**src/rtl/exec_ctl_pkg.sv**
```systemverilog
// Shared types and constants for the instruction execution controller family.
package exec_ctl_pkg;

    typedef enum logic [1:0] {
        ST_IDLE = 2'd0,
        ST_EXEC = 2'd1,
        ST_IMM  = 2'd2,
        ST_STOP = 2'd3
    } state_t;

    localparam int IMM_WORDS_DEF = 2;
    localparam int N_WAIT_DEF    = 3;

    // One extra bit so a single-word immediate still gets a 1-bit index.
    function automatic int IMM_IDX_W(input int words);
        return $clog2(words) + 1;
    endfunction

endpackage

```
**src/rtl/exec_step_cnt.sv**
```systemverilog
// Single-step counter: load (0 loads as 1), decrement toward 0, or clear; flags ==1 and ==0.
module exec_step_cnt #(
    parameter int W = 8
) (
    input  logic         clk,
    input  logic         rst,
    input  logic         i_clr,
    input  logic         i_load,
    input  logic [W-1:0] i_load_val,
    input  logic         i_dec,
    output logic [W-1:0] o_cnt,
    output logic         o_eq1,
    output logic         o_zero
);

    logic [W-1:0] r_cnt;

    always_ff @(posedge clk) begin
        if (rst) begin
            r_cnt <= '0;
        end else if (i_clr) begin
            r_cnt <= '0;
        end else if (i_load) begin
            r_cnt <= (i_load_val == '0) ? W'(1) : i_load_val;
        end else if (i_dec && (r_cnt != '0)) begin
            r_cnt <= r_cnt - W'(1);
        end
    end

    assign o_cnt  = r_cnt;
    assign o_eq1  = (r_cnt == W'(1));
    assign o_zero = (r_cnt == '0);

endmodule

```
**src/rtl/exec_ctl_p.sv**
```systemverilog
// Execution controller: sequences prefetch words into exe, gathers multi-word
// immediates, single-steps by instruction count and inserts the compare-store bubble.
module exec_ctl_p
    import exec_ctl_pkg::*;
#(
    parameter int IMM_WORDS = IMM_WORDS_DEF,
    parameter int N_WAIT    = N_WAIT_DEF,
    parameter int STEP_W    = 8
) (
    input  logic                              sys_clk,
    input  logic                              reset,
    input  logic                              go,
    input  logic                              insrdy,
    input  logic                              immld,
    input  logic [N_WAIT-1:0]                 wait_req,
    input  logic                              memrw,
    input  logic                              datwe,
    input  logic                              precomp,
    input  logic                              single_step,
    input  logic                              single_go,
    input  logic [STEP_W-1:0]                 step_count,
    output logic                              exe,
    output logic                              insexe,
    output logic                              romold,
    output logic                              immwri,
    output logic [IMM_IDX_W(IMM_WORDS)-1:0]   imm_idx,
    output logic                              idle,
    output logic                              stop,
    output logic                              compdwait,
    output logic                              dstdgate,
    output logic [STEP_W-1:0]                 steps_left
);

    localparam int             IW       = IMM_IDX_W(IMM_WORDS);
    localparam logic [IW-1:0]  IMM_LAST = IW'(IMM_WORDS - 1);

    state_t         r_state;
    state_t         w_nxt;
    logic           r_vins;
    logic [IW-1:0]  r_imm_cnt;
    logic           r_compdwait;
    logic           r_insexe;

    logic           w_exe, w_romold, w_fire_last, w_imm_done, w_complete;
    logic           w_last_step, w_steps_eq1, w_steps_zero, w_vins_nxt;
    logic [IW-1:0]  w_imm_cnt_nxt;

    // A zero count while stepping means step mode was just enabled: stop after this one.
    assign w_last_step = single_step & (w_steps_eq1 | w_steps_zero);
    assign w_exe       = (r_state == ST_EXEC) & r_vins & ~(|wait_req) & ~r_compdwait;
    assign w_fire_last = w_exe & ~immld & w_last_step;
    assign w_imm_done  = (r_state == ST_IMM) & insrdy & (r_imm_cnt == IMM_LAST);
    assign w_complete  = (w_exe & ~immld) | w_imm_done;
    assign w_romold    = insrdy & (((r_state == ST_EXEC) & (~r_vins | w_exe)
                                    & ~(w_exe & immld) & ~w_fire_last)
                                   | (r_state == ST_IMM));

    always_comb begin
        w_nxt = r_state;
        case (r_state)
            ST_IDLE: w_nxt = ST_EXEC;
            ST_EXEC: begin
                if (w_exe && immld)   w_nxt = ST_IMM;
                else if (w_fire_last) w_nxt = ST_STOP;
            end
            ST_IMM: begin
                if (w_imm_done) w_nxt = w_last_step ? ST_STOP : ST_EXEC;
            end
            ST_STOP: begin
                if (single_go) w_nxt = ST_EXEC;
            end
            default: w_nxt = ST_IDLE;
        endcase
        if (!go) w_nxt = ST_IDLE;
    end

    // Fetch and execute in one cycle keeps vins high for back-to-back issue.
    assign w_vins_nxt    = (r_state == ST_EXEC && w_nxt == ST_EXEC) ?
                           (w_romold | (r_vins & ~w_exe)) : 1'b0;
    assign w_imm_cnt_nxt = (r_state == ST_IMM && w_nxt == ST_IMM) ?
                           (r_imm_cnt + IW'(insrdy)) : '0;

    always_ff @(posedge sys_clk) begin
        if (reset) begin
            r_state     <= ST_IDLE;
            r_vins      <= 1'b0;
            r_imm_cnt   <= '0;
            r_compdwait <= 1'b0;
            r_insexe    <= 1'b0;
        end else begin
            r_state     <= w_nxt;
            r_vins      <= w_vins_nxt;
            r_imm_cnt   <= w_imm_cnt_nxt;
            r_compdwait <= w_exe & memrw & datwe & precomp;
            r_insexe    <= w_exe;
        end
    end

    exec_step_cnt #(.W(STEP_W)) u_step_cnt (
        .clk        (sys_clk),
        .rst        (reset),
        .i_clr      (~single_step),
        .i_load     ((r_state == ST_STOP) & single_go & go),
        .i_load_val (step_count),
        .i_dec      (w_complete & single_step),
        .o_cnt      (steps_left),
        .o_eq1      (w_steps_eq1),
        .o_zero     (w_steps_zero)
    );

    assign exe       = w_exe;
    assign insexe    = r_insexe;
    assign romold    = w_romold;
    assign immwri    = (r_state == ST_IMM) & insrdy;
    assign imm_idx   = immwri ? r_imm_cnt : '0;
    assign idle      = (r_state == ST_IDLE);
    assign stop      = (r_state == ST_STOP);
    assign compdwait = r_compdwait;
    assign dstdgate  = (w_exe & memrw & datwe & ~precomp) | r_compdwait;

endmodule

```
**config.mk**
```make
export PLATFORM = sky130hd
export DESIGN_NAME = exec_ctl_p
export DESIGN_NICKNAME = d
export VERILOG_FILES = /design/src/rtl/exec_ctl_pkg.sv /design/src/rtl/exec_step_cnt.sv /design/src/rtl/exec_ctl_p.sv
export SDC_FILE = /design/constraint.sdc
export NUM_CORES = 1
export LEC_CHECK = 0
export CORE_AREA = 2 2 58 60
export CTS_CLUSTER_DIAMETER = 40
export DETAILED_ROUTE_END_ITERATION = 12
export DIE_AREA = 0 0 60 62
export GPL_TIMING_DRIVEN = 0
export PLACE_DENSITY = 0.7
export SYNTH_ARGS = -nofsm -noshare
export SYNTH_HDL_FRONTEND = slang
export SYNTH_SLANG_ARGS = --single-unit
export TNS_END_PERCENT = 5
```
**constraint.sdc**
```tcl
create_clock -name sys_clk -period 3.3 [get_ports sys_clk]
set_input_delay 0.825 -clock sys_clk [delete_from_list [all_inputs] [get_ports sys_clk]]
set_output_delay 0.825 -clock sys_clk [all_outputs]
set_load 0.02 [all_outputs]
```
==> impl_results.md, run 1 <==
- Rel. slew slack: 0.4407
- Post-synthesis instance area: roughly 0.001 mm^2
- Avg Cell Area, Syn: between 8 and 9 um^2
- Critical Path End Type: output port
- Seq/Total Area, Yosys: 0.2938
- IO buf count: 38
- Top delay family on crit path: simple AND/OR/NAND/NOR gates
- Slowest cell on crit path: clkdlybuf4s50_1
- Clock slew at reported path FFs: roughly 0.08 ns
- Switch share: 0.2306
- NetSw: 76.86 uW
- Mapped Cells: between 100 and 150
- Worst hold path class: reg2reg
- Top_reg_cell synth: dfxtp_1
- Grt total ovfl: 0
- Synth cell types: between 40 and 50
- FF/Latch Area: 300.3 um^2
- Final HPWL DP: 2319 um
- Iter 0 DRT Violations: 74
- Power per cell area: ~220 mW/mm^2
- Fin Clk Skew: 0.002809 ns
- First-pass GRT wire length: between 4000 and 5000 um
- Multi-input gate area in the final layout: 694.4 um^2
- Final core utilization: 0.4738
- Setup TNS: 0 ns
- Sequential power share: 0.546
- Antenna violations before repair: 0
- Yosys warns: 0
- Core area: 0.003179 mm^2
- Seq cells post-synth: 15
- Fin area: 0.001506 mm^2
- Static Leak: 0.0005599 uW
- DIE HEIGHT: 62 um
- Share of cells above drive strength 1: 0.1198
- Boundary pin count: 39
- Fill count: 331
- Vias in the first global route: roughly 1,100
- Final worst path period share: 0.9903
- Buf/Inv on CP: 2
- Max_cap viols: 0
- Outcome: completed
- Finished Layout Cells: 213
- ANT cells: 0
- Die X: 60 um
- Root Buffer: clkbuf_4
- Slew of the pin with the lowest slew margin: 0.8319 ns
- CP max stage delay: 0.54 ns
- NumNets Final: roughly 190
- Final wirelength: 3024 um
- Critical path type: in2out
- Fin crit period: between 3 and 4 ns
- Worst skew pair latency: 0.28 ns
- Commonest non-fill, non-tap cell in the layout: clkdlybuf4s50_1
- Startpoint Class: input pin
- Drt via density: 5.554
- Post-synth top area cell: dfxtp_1
- WL/cell: 14.20 um
- Max Root-Sink Buffers: 2
- Gr usage total: 0.1664
- Post-synth ARST share: 0
- Syn Nets: 149
- Post-synth top area share: 0.2938
- Final hold viol count: 0
- DIE AREA: 0.003720 mm^2
- DR vias: between 1,000 and 1,500
- Routability cong.: between 0.8 and 0.9
- Top post-synthesis cells by area: dfxtp_1, ha_1, o211ai_1
- Number of synthesized flops with an enable pin: 0
- CTS sink count: 15
- Crit-path max FO: 5
- CTS tree: yes
- H-tree levels: 1
- Maximum vdd drop: 0.1424 mV
- CTS Buf Count: 3
- Area grow syn2layout: 47.37%
- Detail Route Antenna Nets: 0
- Final Slew Violations: 0
- DRC violations left: 0
- Achievable Freq: ~0.31 GHz
- Clock power share: 0.308
- Largest net degree at the start of global routing: 11
- Initial DRT Pass Iterations: 4
- Most frequent cells in the layout: clkdlybuf4s50_1, dfxtp_1, nand2_1, inv_1, a21oi_1
- Critical Path AT: approximately 2.4 ns
- Placed Cells: 208
- Starting Density: 0.3215
- CP cell instances: clkdlybuf4s50_1, o21ai_0, nor3_1, o311ai_4, and3_1, buf_6
- Worst path required time: 2.47 ns
- Combinational Power Share: 0.146
- Placed instance area: 0.001460 mm^2
- Final setup fails: 0
- Power Internal: 256.4 uW
- Row Count: 21
[worst register-to-register path, cell delays in order, from the launching register on]
cell	delay (ns)
dfxtp_1	0.41
or4b_4	0.49
buf_4	0.16
o22ai_1	0.61
a32oi_1	0.19
o211ai_1	0.22
[repair_timing]
item,4_1_cts,5_1_grt
hold endpoints to repair,0,0
pin swaps,4,4
setup buffers,1,0
endpoints found under the setup margin,3,2
gates resized for setup,19,6
hold buffers,0,0
[state kept, by name, summed over array words and instances (netlist names)]
register / cells
u_step_cnt.o_cnt: 8
r_state: 2
insexe: 1
r_imm_cnt: 2
compdwait: 1
r_vins: 1
[power by group through the flow]
stage / registers, uW / clock network (uW) / logic [uW]
4_1_cts: 182 / 106 / 48.4
5_1_grt: 182 / 116 / 52.6
3_5_place_dp: 186 / 0 / 48.3
3_3_place_gp: 186 / 0 / 47.1
2_1_floorplan: 186 / 0 / 14.5
6_report: 182 / 103 / 48.6
[cell usage after synthesis (2+ instances only)]
cell type,count
and3_1,4
and4_1,2
o211ai_1,6
o2111ai_1,2
buf_1,2
nor4_1,3
and2_1,2
a31oi_1,4
o21ai_0,2
a21oi_1,7
dfxtp_1,15
o311ai_0,2
or3_1,3
or4_1,2
nand2b_1,4
nor3_1,5
a31o_2,2
nor2b_1,2
a32oi_1,2
ha_1,4
inv_1,8
o31ai_1,2
nand3_1,3
nand4_1,3
nor2_1,6
nand2_1,8
[metrics by stage]
step,hold slack [ns],power [uW],setup slack [ns]
after floorplan,0.5049,200.7,0.09342
after global placement,0.5265,233.2,-0.8547
after detailed placement,0.5494,234.6,-0.8671
after CTS,0.5626,336.8,0.01270
after global routing,0.6165,350.6,-0.04584
final,0.5859,333.3,0.03197
[path summary, 6_finish.rpt]
check,from,to,slack (ns),cells past startpoint
setup / recovery,single_step,romold,0.03,6
hold / removal,u_step_cnt.o_cnt[1],u_step_cnt.o_cnt[1],0.59,2
setup reg to reg,r_vins,u_step_cnt.o_cnt[2],1.16,5
hold reg to reg,u_step_cnt.o_cnt[1],u_step_cnt.o_cnt[1],0.59,2
[area by class of cell]
| cell class | count | share of cell area |
|---|---|---|
| plain buffers | 4 | 0.01578 |
| clock buffers | 4 | 0.01744 |
| inverters | 8 | 0.01993 |
| multi-input cells | 97 | 0.4610 |
| flip-flops and latches | 15 | 0.1993 |
| well taps | 46 | 0.03821 |
| repair buffers | 39 | 0.2483 |
[layer usage]
| metal | share of wire | wire, um | track usage | vias up |
|---|---|---|---|---|
| li1 | - | - | - | 579 |
| met1 | 0.44 | 1329 | 0.2010 | 552 |
| met2 | 0.50 | 1506 | 0.3075 | 48 |
| met3 | 0.056 | 168 | 0.02899 | 4 |
| met4 | 0.0063 | 19 | 0.03810 | 0 |
| met5 | 0 | 0 | 0 | - |
[cell families after synthesis]
family | Yosys count | synth area share
AOI/OAI and AO/OA | 37 | 0.2717
xor gates and xnor gates | 1 | 0.008569
adders and majority gates | 4 | 0.04896
buffers and inverters | 12 | 0.05263
DFF | 15 | 0.2938
and+or+nand+nor | 55 | 0.3243
(Power assumes the default switching activity.)
==> run 2: changes to the inputs <==
Clock period 3.3 ns to 3.4 ns, I/O delays scaled along.
==> run 2 against run 1 <==
  * Sequential power decreased by 3%
  * Total power fell by 2.9%
  * Clock power shrank 4%
  * Flip-flop and latch count stayed put
  * Design area up 0.33%
  * Largest cell class unchanged
==> impl_results.md, run 2 (synthesis gave the netlist of run 1 again) <==
- Worst skew pair latency: 0.28 ns
- Worst hold path class: reg2reg
- Number of flip-flops in the largest register: 8
- Slowest cell on crit path: or4b_4
- DR vias: 1,184
- Largest net degree at the start of global routing: 11
- Multi-input gate area in the final layout: 694.4 um^2
- Maximum vdd drop: 0.1383 mV
- Final worst path period share: 0.9860
- FF/Latch Area: 300.3 um^2
- Fin area: 0.001511 mm^2
- Iter 0 DRT Violations: 67
- Area grow syn2layout: 47.86%
- Fin crit period: 3.353 ns
- Most frequent cells in the layout: clkdlybuf4s50_1, dfxtp_1, nand2_1, inv_1, a21oi_1
- Starting Density: 0.3215
- Share of cells above drive strength 1: 0.1138
- Achievable Freq: 0.2983 GHz
- Setup slack after layout: 0.04750 ns
- Routability cong.: about 0.83
- Boundary pin count: 39
- CP cell instances: clkdlybuf4s15_1, or4b_4, or3_4, o311ai_4, and3_1, buf_6
- Root Buffer: clkbuf_4
- CP max stage delay: 0.48 ns
- Slew of the pin with the lowest slew margin: between 0.8 and 0.9 ns
- ANT cells: 0
- Static Leak: 0.0005603 uW
- DRC violations left: 0
- Core area: 0.003179 mm^2
- Hold bufs inserted after CTS: 0
- Drt via density: 5.559
- Initial DRT Pass Iterations: 4
- Grt total ovfl: 0
- Power per cell area: roughly 210 mW/mm^2
- Fill count: 330
- Final hold viol count: 0
- Rel. slew slack: 0.4398
- Clock slew at reported path FFs: 0.08 ns
- Outcome: completed
- Final HPWL DP: 2319 um
- Placed instance area: roughly 0.0015 mm^2
- Critical Path AT: 2.50 ns
- Startpoint Class: input pin
- Row Count: 21
- Critical Path End Type: output port
- NumNets Final: 193
- Die X: about 60 um
- First-pass GRT wire length: 4761 um
- H-tree levels: 1
- Max_cap viols: 0
- WL/cell: 14.24 um
- Vias in the first global route: 1,089
- DIE HEIGHT: ~62 um
- Critical path type: in2out
- CTS tree: yes
- CTS Buf Count: 3
- Final Slew Violations: 0
- DIE AREA: 0.003720 mm^2
- Worst path required time: 2.55 ns
- Crit-path max FO: 4
- CTS sink count: 15
- Final setup fails: 0
- DP Worst Slack: -0.8171 ns
- Gr usage total: 0.1664
- Max Root-Sink Buffers: 2
- Antenna violations before repair: 0
- Fin Clk Skew: 0.003112 ns
- Final wirelength: approximately 3000 um
- Commonest non-fill, non-tap cell in the layout: clkdlybuf4s50_1
- IO buf count: 38
- Detail Route Antenna Nets: 0
## run 2: cell count changes in the layout (fill, tap and decap cells not counted), sizes merged
cell           previous run  this run
clkbuf                    7         6
clkdlybuf4s15             1         2
## run 2: path summary, 6_finish.rpt
path | startpoint | end | slack (ns) | cells past startpoint
max | wait_req[2] | romold | 0.05 | 6
min | u_step_cnt.o_cnt[1] | u_step_cnt.o_cnt[1] | 0.59 | 2
max reg2reg | r_vins | u_step_cnt.o_cnt[2] | 1.26 | 5
min reg2reg | u_step_cnt.o_cnt[1] | u_step_cnt.o_cnt[1] | 0.59 | 2
## run 2: critical path: cells and delay by family
family	cells	cell delay [ns]
AO/OA/AOI/OAI	1	0.26
buffers and inverters	2	0.29
AND/OR/NAND/NOR	3	1.10
## run 2: report_power, final
| group | switching, uW | total, uW | internal [uW] |
|---|---|---|---|
| registers | 0.430 | 177 | 176 |
| clock network | 53.8 | 99.3 | 45.5 |
| logic | 20.1 | 47.4 | 27.3 |
## run 2: layer usage
metal	global-route usage	vias up	share of wire	wire length, um
li1	-	578	-	-
met1	0.2010	556	0.44	1329
met2	0.3075	48	0.50	1528
met3	0.02899	2	0.054	163
met4	0.03810	0	0.0046	14
met5	0	-	0	0
## run 2: final cells by class
cell class	instances	share of cell area
plain buffers	4	0.01573
clock buffers	4	0.01738
inverters	8	0.01987
multi-input cells	97	0.4594
flip-flops and latches	15	0.1987
well taps	46	0.03808
repair buffers	39	0.2508
## run 2: timing repair
action	4_1_cts	5_1_grt
endpoints found under the setup margin	3	2
buffers inserted	1	0
pin swaps	4	4
gates resized for setup	17	7
## run 2: through the flow
stage	hold slack [ns]	std cells	util	setup TNS (ns)	power (uW)
2_1_floorplan	0.5049	124	-	0	194.8
3_3_place_gp	0.5265	208	0.4593	-1.908	226.4
3_5_place_dp	0.5494	208	0.4593	-1.908	227.7
4_1_cts	0.5626	213	0.4723	0	326.6
5_1_grt	0.6165	213	0.4754	-0.001444	340.7
6_report	0.5895	213	0.4754	0	323.5
==> run 3: changes to the inputs <==
Settings changed: GPL_TIMING_DRIVEN 0 to not set.
==> run 3 against run 2 <==
  * Hold slack worse by 0.019 ns
  * Final cell count increased by 0.94%
  * Register-to-register slack improved by 0.04 ns
  * Via count shrank 3.4%
  * Clock skew rose by 0.0063 ns
  * Setup slack gained 0.023 ns
  * Die area unchanged
  * Largest cell class unchanged
==> impl_results.md, run 3 (synthesis gave the netlist of run 1 again) <==
- ANT cells: 0
- Static Leak: 0.0005790 uW
- Hold Slack: 0.5707 ns
- Grt total ovfl: 0
- Row Count: 21
- Rel. slew slack: 0.4248
- Placed instance area: 0.001481 mm^2
- CTS sink count: 15
- DIE AREA: 0.003720 mm^2
- Initial DRT Pass Iterations: 4
- Outcome: completed
- Slew of the pin with the lowest slew margin: 0.8556 ns
- Antenna violations before repair: 0
- CP cell instances: dlygate4sd2_1, or4b_4, or3_4, o311ai_2, and3_1, buf_6
- CTS tree: yes
- Final hold viol count: 0
- Achievable Freq: 0.3003 GHz
- Critical path type: in2out
- IO buf count: 38
- DR vias: roughly 1,100
- NumNets Final: 195
- Die X: 60 um
- RSZ-0062 raised after global routing: false
- Share of cells above drive strength 1: 0.1243
- Tot Pwr: approximately 330 uW
- Detail Route Antenna Nets: 0
- Worst skew pair latency: approximately 0.30 ns
- Fin crit period: 3.330 ns
- Final setup fails: 0
- Power per cell area: approximately 220 mW/mm^2
- Area grow syn2layout: 48.84%
- WL/cell: 13.93 um
- FF-to-FF Start: r_vins
- Vias in the first global route: roughly 1,100
- Fin Clk Skew: 0.009373 ns
- Largest net degree at the start of global routing: 11
- Boundary pin count: 39
- Critical Path End Type: output port
- Routability cong.: between 0.8 and 0.9
- Final Slew Violations: 0
- CP max stage delay: 0.53 ns
- First-pass GRT wire length: approximately 4900 um
- Clock slew at reported path FFs: 0.10 ns
- CTS Buf Count: 3
- Commonest non-fill, non-tap cell in the layout: clkdlybuf4s50_1
- Fin area: 0.001521 mm^2
- H-tree levels: 1
- Max_cap viols: 0
- Core area: about 0.0032 mm^2
- Crit-path max FO: 2
- DIE HEIGHT: a little over 60 um
- Most frequent cells in the layout: clkdlybuf4s50_1, dfxtp_1, inv_1, nand2_1, buf_4
- Startpoint Class: input pin
- Worst setup path start: wait_req[0]
- Starting Density: 0.3215
- Max Root-Sink Buffers: 2
- Number of flip-flops in the largest register: 8
- Root Buffer: clkbuf_4
- Worst hold path class: reg2reg
- Slowest cell on crit path: or4b_4
- Final wirelength: ~3000 um
- Iter 0 DRT Violations: 37
- DRC violations left: 0
- Final HPWL DP: between 2000 and 2500 um
- Worst path required time: between 2 and 3 ns
- Final worst path period share: 0.9793
- Drt via density: approximately 5.3
- Gr usage total: 0.1724
- Hold Crit Start: u_step_cnt.o_cnt[1]
- Critical Path AT: between 2 and 2.5 ns
- Maximum vdd drop: 0.2094 mV
==> run 3: what timing repair did <==
| action | in CTS | in global routing |
|---|---|---|
| pin swaps | 4 | 1 |
| endpoints found under the setup margin | 3 | 2 |
| setup buffers | 1 | 0 |
| resized for setup | 19 | 3 |
| cloned | 0 | 0 |
| hold endpoints to repair | 0 | 0 |
| hold buffers | 0 | 0 |
==> run 3: critical path, delay by kind of cell <==
family / cells / cell delay (ns)
simple gates: 3 / 1.08
compound gates: 1 / 0.20
buf+inv: 2 / 0.35
==> run 3: through the flow <==
step	std cells	TNS, ns	worst slack [ns]	util
after floorplan	124	0	0.1434	-
after global placement	210	-1.759	-0.6692	0.4660
after detailed placement	210	-1.790	-0.6888	0.4660
after CTS	215	0	0.07316	0.4734
after global routing	215	0	0.003172	0.4786
final	215	0	0.07040	0.4786
==> run 3: layout make-up <==
cell class / count / area [um^2]
repair buffers: 45 / 422.9
multi-input cells: 97 / 684.4
well taps: 46 / 57.56
flip-flops and latches: 15 / 300.3
clock buffers: 4 / 26.28
fillers: 320 / 1658
inverters: 8 / 30.03
==> run 3: final timing paths <==
| check | end | slack, ns | depth (start not counted) |
|---|---|---|---|
| max | romold | 0.07 | 6 |
| min | u_step_cnt.o_cnt[1] | 0.57 | 2 |
| max reg2reg | u_step_cnt.o_cnt[6] | 1.30 | 6 |
| min reg2reg | u_step_cnt.o_cnt[1] | 0.57 | 2 |
==> run 3: per-layer routing <==
layer	vias up	routed length (um)	global-route usage	part of all wire
met5	-	0	0	0
met4	0	15	0.03492	0.0050
met3	2	162	0.04348	0.054
met2	44	1470	0.3059	0.49
met1	520	1347	0.2120	0.45
li1	578	-	-	-
==> run 3: report_power, final <==
part	leakage, uW	internal [uW]	switching, uW
Combinational	0.000443	28.2	18.2
Sequential	0.000121	176	1.60
Clock	0.0000150	45.7	61.8
